[config.mk]
export PLATFORM = sky130hd
export DESIGN_NAME = inst_fetch_unit
export DESIGN_NICKNAME = d
export VERILOG_FILES = /design/src/rtl/inst_fetch_unit.sv
export SDC_FILE = /design/constraint.sdc
export NUM_CORES = 1
export LEC_CHECK = 0
export CAP_MARGIN = 25
export CORE_UTILIZATION = 47
export CTS_CLUSTER_DIAMETER = 50
export DETAILED_ROUTE_END_ITERATION = 16
export PLACE_DENSITY = 0.88
export SLEW_MARGIN = 30
export SYNTH_ARGS = -nofsm -noshare
export SYNTH_HDL_FRONTEND = slang
export SYNTH_SLANG_ARGS = --single-unit
[constraint.sdc]
create_clock -name Clock -period 5.15 [get_ports Clock]
set_clock_uncertainty 0.2 [all_clocks]
set_input_delay 1.03 -clock Clock [delete_from_list [all_inputs] [get_ports Clock]]
set_output_delay 1.03 -clock Clock [all_outputs]
set_load 0.05 [all_outputs]
[src/rtl/inst_fetch_unit.sv]
// Fetch stage of the single-cycle MIPS datapath.
// Owns the PC, drives the instruction ROM address, and captures the returned
// word into an IF/ID register that is handed to decode over valid/ready.
// Branch/jump redirects reload the PC and squash the IF/ID contents.
// Running past the end of the ROM stops fetching; fetch_done is raised once
// the IF/ID register has drained.
module inst_fetch_unit #(
    parameter logic [31:0] RESET_PC  = 32'h0000_0000,
    parameter int          ROM_WORDS = 32
) (
    input  logic        Clock,
    input  logic        Reset,
    output logic [31:0] rom_addr,
    input  logic [31:0] rom_inst,
    output logic        id_valid,
    input  logic        id_ready,
    output logic [31:0] id_inst,
    output logic [31:0] id_pc,
    output logic [31:0] id_pc4,
    input  logic        redirect,
    input  logic [31:0] redirect_pc,
    output logic        fetch_done,
    output logic [31:0] fetch_count
);

    // Word index limit compared against pc[31:2]
    localparam logic [29:0] ROM_LIMIT        = 30'(ROM_WORDS);
    // The PC is kept word aligned, so the reset value is aligned as well
    localparam logic [31:0] RESET_PC_ALIGNED = {RESET_PC[31:2], 2'b00};

    logic [31:0] pc_reg;
    logic [31:0] id_inst_reg;
    logic [31:0] id_pc_reg;
    logic [31:0] id_pc4_reg;
    logic [31:0] fetch_count_reg;
    logic        id_valid_reg;

    logic [31:0] pc_plus4;
    logic [31:0] redirect_target;
    logic        oor;
    logic        handoff;
    logic        fire;

    // Misaligned redirect targets are silently rounded down to a word
    assign redirect_target = redirect_pc & 32'hFFFF_FFFC;
    assign pc_plus4        = pc_reg + 32'd4;

    // PC past the last ROM word: no further instructions to fetch
    assign oor     = (pc_reg[31:2] >= ROM_LIMIT);
    assign handoff = id_valid_reg & id_ready;
    // Capture when the IF/ID slot is free or being emptied this cycle,
    // unless a redirect squashes the fetch
    assign fire    = !oor & (!id_valid_reg | id_ready) & !redirect;

    // ROM address comes straight from the PC register; no path from
    // id_ready or redirect reaches it
    assign rom_addr    = pc_reg;
    assign id_valid    = id_valid_reg;
    assign id_inst     = id_inst_reg;
    assign id_pc       = id_pc_reg;
    assign id_pc4      = id_pc4_reg;
    assign fetch_count = fetch_count_reg;
    assign fetch_done  = oor & !id_valid_reg;

    // PC / IF/ID register update: reset > redirect > capture > drain > hold
    always_ff @(posedge Clock) begin
        if (Reset) begin
            pc_reg       <= RESET_PC_ALIGNED;
            id_valid_reg <= 1'b0;
            id_inst_reg  <= 32'd0;
            id_pc_reg    <= 32'd0;
            id_pc4_reg   <= 32'd0;
        end else if (redirect) begin
            pc_reg       <= redirect_target;
            id_valid_reg <= 1'b0;
        end else if (fire) begin
            id_inst_reg  <= rom_inst;
            id_pc_reg    <= pc_reg;
            id_pc4_reg   <= pc_plus4;
            id_valid_reg <= 1'b1;
            pc_reg       <= pc_plus4;
        end else if (handoff) begin
            id_valid_reg <= 1'b0;
        end
    end

    // Count every instruction decode consumes, including a branch that
    // triggers a redirect in the same cycle
    always_ff @(posedge Clock) begin
        if (Reset) begin
            fetch_count_reg <= 32'd0;
        end else if (handoff) begin
            fetch_count_reg <= fetch_count_reg + 32'd1;
        end
    end

endmodule

==> out/qor.yml <==
clocking:
  cts_buffers: 17
  cts_hold_buffers: 0
  clock_latency_ns: 0.43
  clkSlewWorstSetupHoldPaths_ns: 0.07
  cts-resized-gates: 0
  clockRootBuffer: "clkbuf_16"
  htree_num_levels: 4
  cts_tree: "done"
  clock_tree.buffer_depth: 2
  post_cts_buffers: 0
  cts.sinks: 155
die:
  dieArea_um2: 13270
  top_level_ports: 230
  start_util_pct: 49.11
  fp.dieW_um: 115.2
  fp.dieH_um: 115.2
  num_rows: 40
  core_um2: 12260
sta:
  max_freq_mhz: 230.1
  tightest_slew_ns: 0.9493
  setup_tns_ns: 0
  rsz0062_at_grt: "no"
  period_share_pct: 84.40
  slew_viol_final: 0
  finalHoldViolCount: 0
  setup_viol: 0
  min_period_ns: 4.347
  slew_headroom_pct: 36.72
  holdWs_ns: 0.2597
synthesis:
  synth_area_um2: 6022
  synth_warnings: 0
  yosys_most_used_dff: "dfxtp_1"
  ys_types: 47
  synth_cells: 635
  synth_edf_count: 0
  async_flop_share_pct: 0
  seq_area_frac_synth_pct: 51.53
  syn_avg_cell_area_um2: 9.484
  synth_seq_cells: 155
pwr:
  power.leakage_nw: 3.108
  intPower_w: 0.002008
  power_density_nw_per_um2: 307.8
  p_clk_share_pct: 44.1
  ir_worst_vdd_uv: 282.7
  p_sw_w: 0.0007070
  seqPwrFrac_pct: 45.4
  swShare_pct: 26.04
  p_comb_share_pct: 10.4
worst_setup_path:
  ff2ff_path_depth: 5
  cpPeakStageDelay_ns: 0.74
  regToRegStartpoint: "rom_addr[20]"
  critPathSlowestCell: "clkdlybuf4s50_1"
  crit_family: "simple AND/OR/NAND/NOR gates"
  worstSetupEndpointType: "output port"
  r2r_slack_ns: 2.13
  start_kind: "flop"
  rr_endpoint: "id_inst[11]"
  path_class: "reg -> out"
  cp.arrival_ns: 3.12
  cp_max_fo: 43
  cp_num_buf_inv: 2
  crit_chain: "nor4_1 > nand4_1 > buf_4 > or4_1 > nor2b_1 > clkdlybuf4s50_1"
  cp.required_ns: 3.92
routing:
  via_per_inst: 5.641
  initialDrtViolationCount: 407
  route.detailed.wl_per_inst_um: 17.75
  ant_nets: 0
  drc: 0
  route.top_layer_used: "met4"
  routedLengthMet1_um: 7006
  wl_met2_um: 9016
  vias: 5658
  dr_wl_met3_um: 1248
  first_pass_iters: 5
  routed_wl_um: 17810
place:
  hpwl_um: 11840
  finalWeightedCongestion: 0.7951
  port_buffers: 221
  dpl_cell_area_um2: 8239
worst_hold_path:
  holdPathStages: 1
  hold_class: "reg -> reg"
  hp-start: "id_pc4[26]"
  hold_path_end: "id_pc4[26]"
flow_run:
  cap_violations: 0
grt:
  antenna_found_initial: 0
  grt_max_degree: 68
  grtUsageTotal_pct: 27.11
  grt_pass1_wl_um: 27870
  grt_pass1_vias: 5491
  grt-ovfl-total: 0
cells_and_area:
  drive_above_1_share_pct: 5.988
  area_growth_pct: 46.48
  postLayoutCellArea_um2: 8821
  num-nets-final: 894
  n_antenna_cell: 0
run_status:
  outcome: "finished, final reports clean"
## worst max path at each step
stage,startpoint,to,slack [ns],cells past startpoint
global placement,id_ready,id_inst[4],1.32,6
floorplan,rom_addr[7],fetch_done,2.01,4
detailed placement,rom_addr[17],fetch_done,1.30,6
global route,rom_addr[9],fetch_done,0.72,6
CTS,rom_addr[17],fetch_done,0.83,6
finish,rom_addr[17],fetch_done,0.80,6
## cells in the mapped netlist (all sizes together) (5+ instances only)
cell type	number	area (um2)
dfxtp	155	3103
inv	6	22.52
o31ai	51	382.9
and4	6	52.55
o21ai	8	40.04
xor2	10	87.58
nor4	7	43.79
or4	16	123.9
or3	7	43.79
nand2	18	67.56
nand4	52	325.3
nand3	16	80.08
a31oi	5	31.28
buf	18	107.6
clkbuf	47	177.7
nor2	37	138.9
a21oi	64	320.3
and2	53	331.6
mux2i	25	250.2
## per-layer routing
layer | global-route usage, % | vias up
met4 | 12.64 | 0
li1 | - | 2675
met2 | 45.78 | 232
met1 | 31.16 | 2708
met3 | 8.803 | 43
met5 | 0 | -
## logic make-up (layout without fill, tap and decap cells)
| kind of cell | Yosys count | count (layout) | synth area share (%) |
|---|---|---|---|
| DFF | 155 | 155 | 51.53 |
| and+or+nand+nor | 225 | 225 | 21.67 |
| muxes | 26 | 26 | 4.342 |
| other | 1 | 6 | 0.06227 |
| buffers and inverters | 71 | 266 | 5.111 |
| AOI/OAI and AO/OA | 141 | 141 | 14.77 |
| xor gates and xnor gates | 13 | 13 | 1.891 |
| adders and majority gates | 3 | 3 | 0.6234 |
## power by group through the flow
| stage | clock network, W | logic [W] | registers (W) |
|---|---|---|---|
| 2_1_floorplan | 0 | 0.000120 | 0.00131 |
| 5_1_grt | 0.00127 | 0.000298 | 0.00124 |
| 3_5_place_dp | 0 | 0.000280 | 0.00126 |
| 3_3_place_gp | 0 | 0.000274 | 0.00126 |
| 6_report | 0.00120 | 0.000283 | 0.00123 |
| 4_1_cts | 0.00121 | 0.000282 | 0.00123 |
## worst reg2reg max path, delay by kind of cell, from the launching register on
| kind | cells | cell delay [ns] |
|---|---|---|
| AND/OR/NAND/NOR | 2 | 1.65 |
| AO/OA/AOI/OAI | 2 | 0.34 |
| buffers and inverters | 1 | 0.34 |
| flip-flops | 1 | 0.33 |
## metrics by stage
| stage | worst slack (ns) | utilization, % | power [W] | instances |
|---|---|---|---|---|
| floorplan | 2.008 | - | 0.001432 | 640 |
| global placement | 1.319 | 67.19 | 0.001533 | 971 |
| detailed placement | 1.301 | 67.19 | 0.001540 | 971 |
| CTS | 0.8330 | 71.85 | 0.002724 | 1002 |
| global route | 0.7220 | 71.94 | 0.002801 | 1003 |
| finish | 0.8035 | 71.94 | 0.002715 | 1003 |
## area by class of cell
type	instances	area, um2
fillers	895	3441
flip-flops and latches	155	3103
multi-input cells	414	2646
repair buffers	229	2268
clock buffers	19	452.9
well taps	168	210.2
clock inverters	12	117.6
inverters	6	22.52
## layout by cell type (no fill, tap or decap), types with 15 or more instances in the layout
cell / n
or4_1: 15
and2_1: 53
nor2_1: 37
a21oi_1: 64
clkdlybuf4s50_1: 219
nand2_1: 18
clkbuf_16: 17
nand3_1: 16
mux2i_1: 25
dfxtp_1: 155
o31ai_1: 51
nand4_1: 52
(Power assumes the default switching activity.)
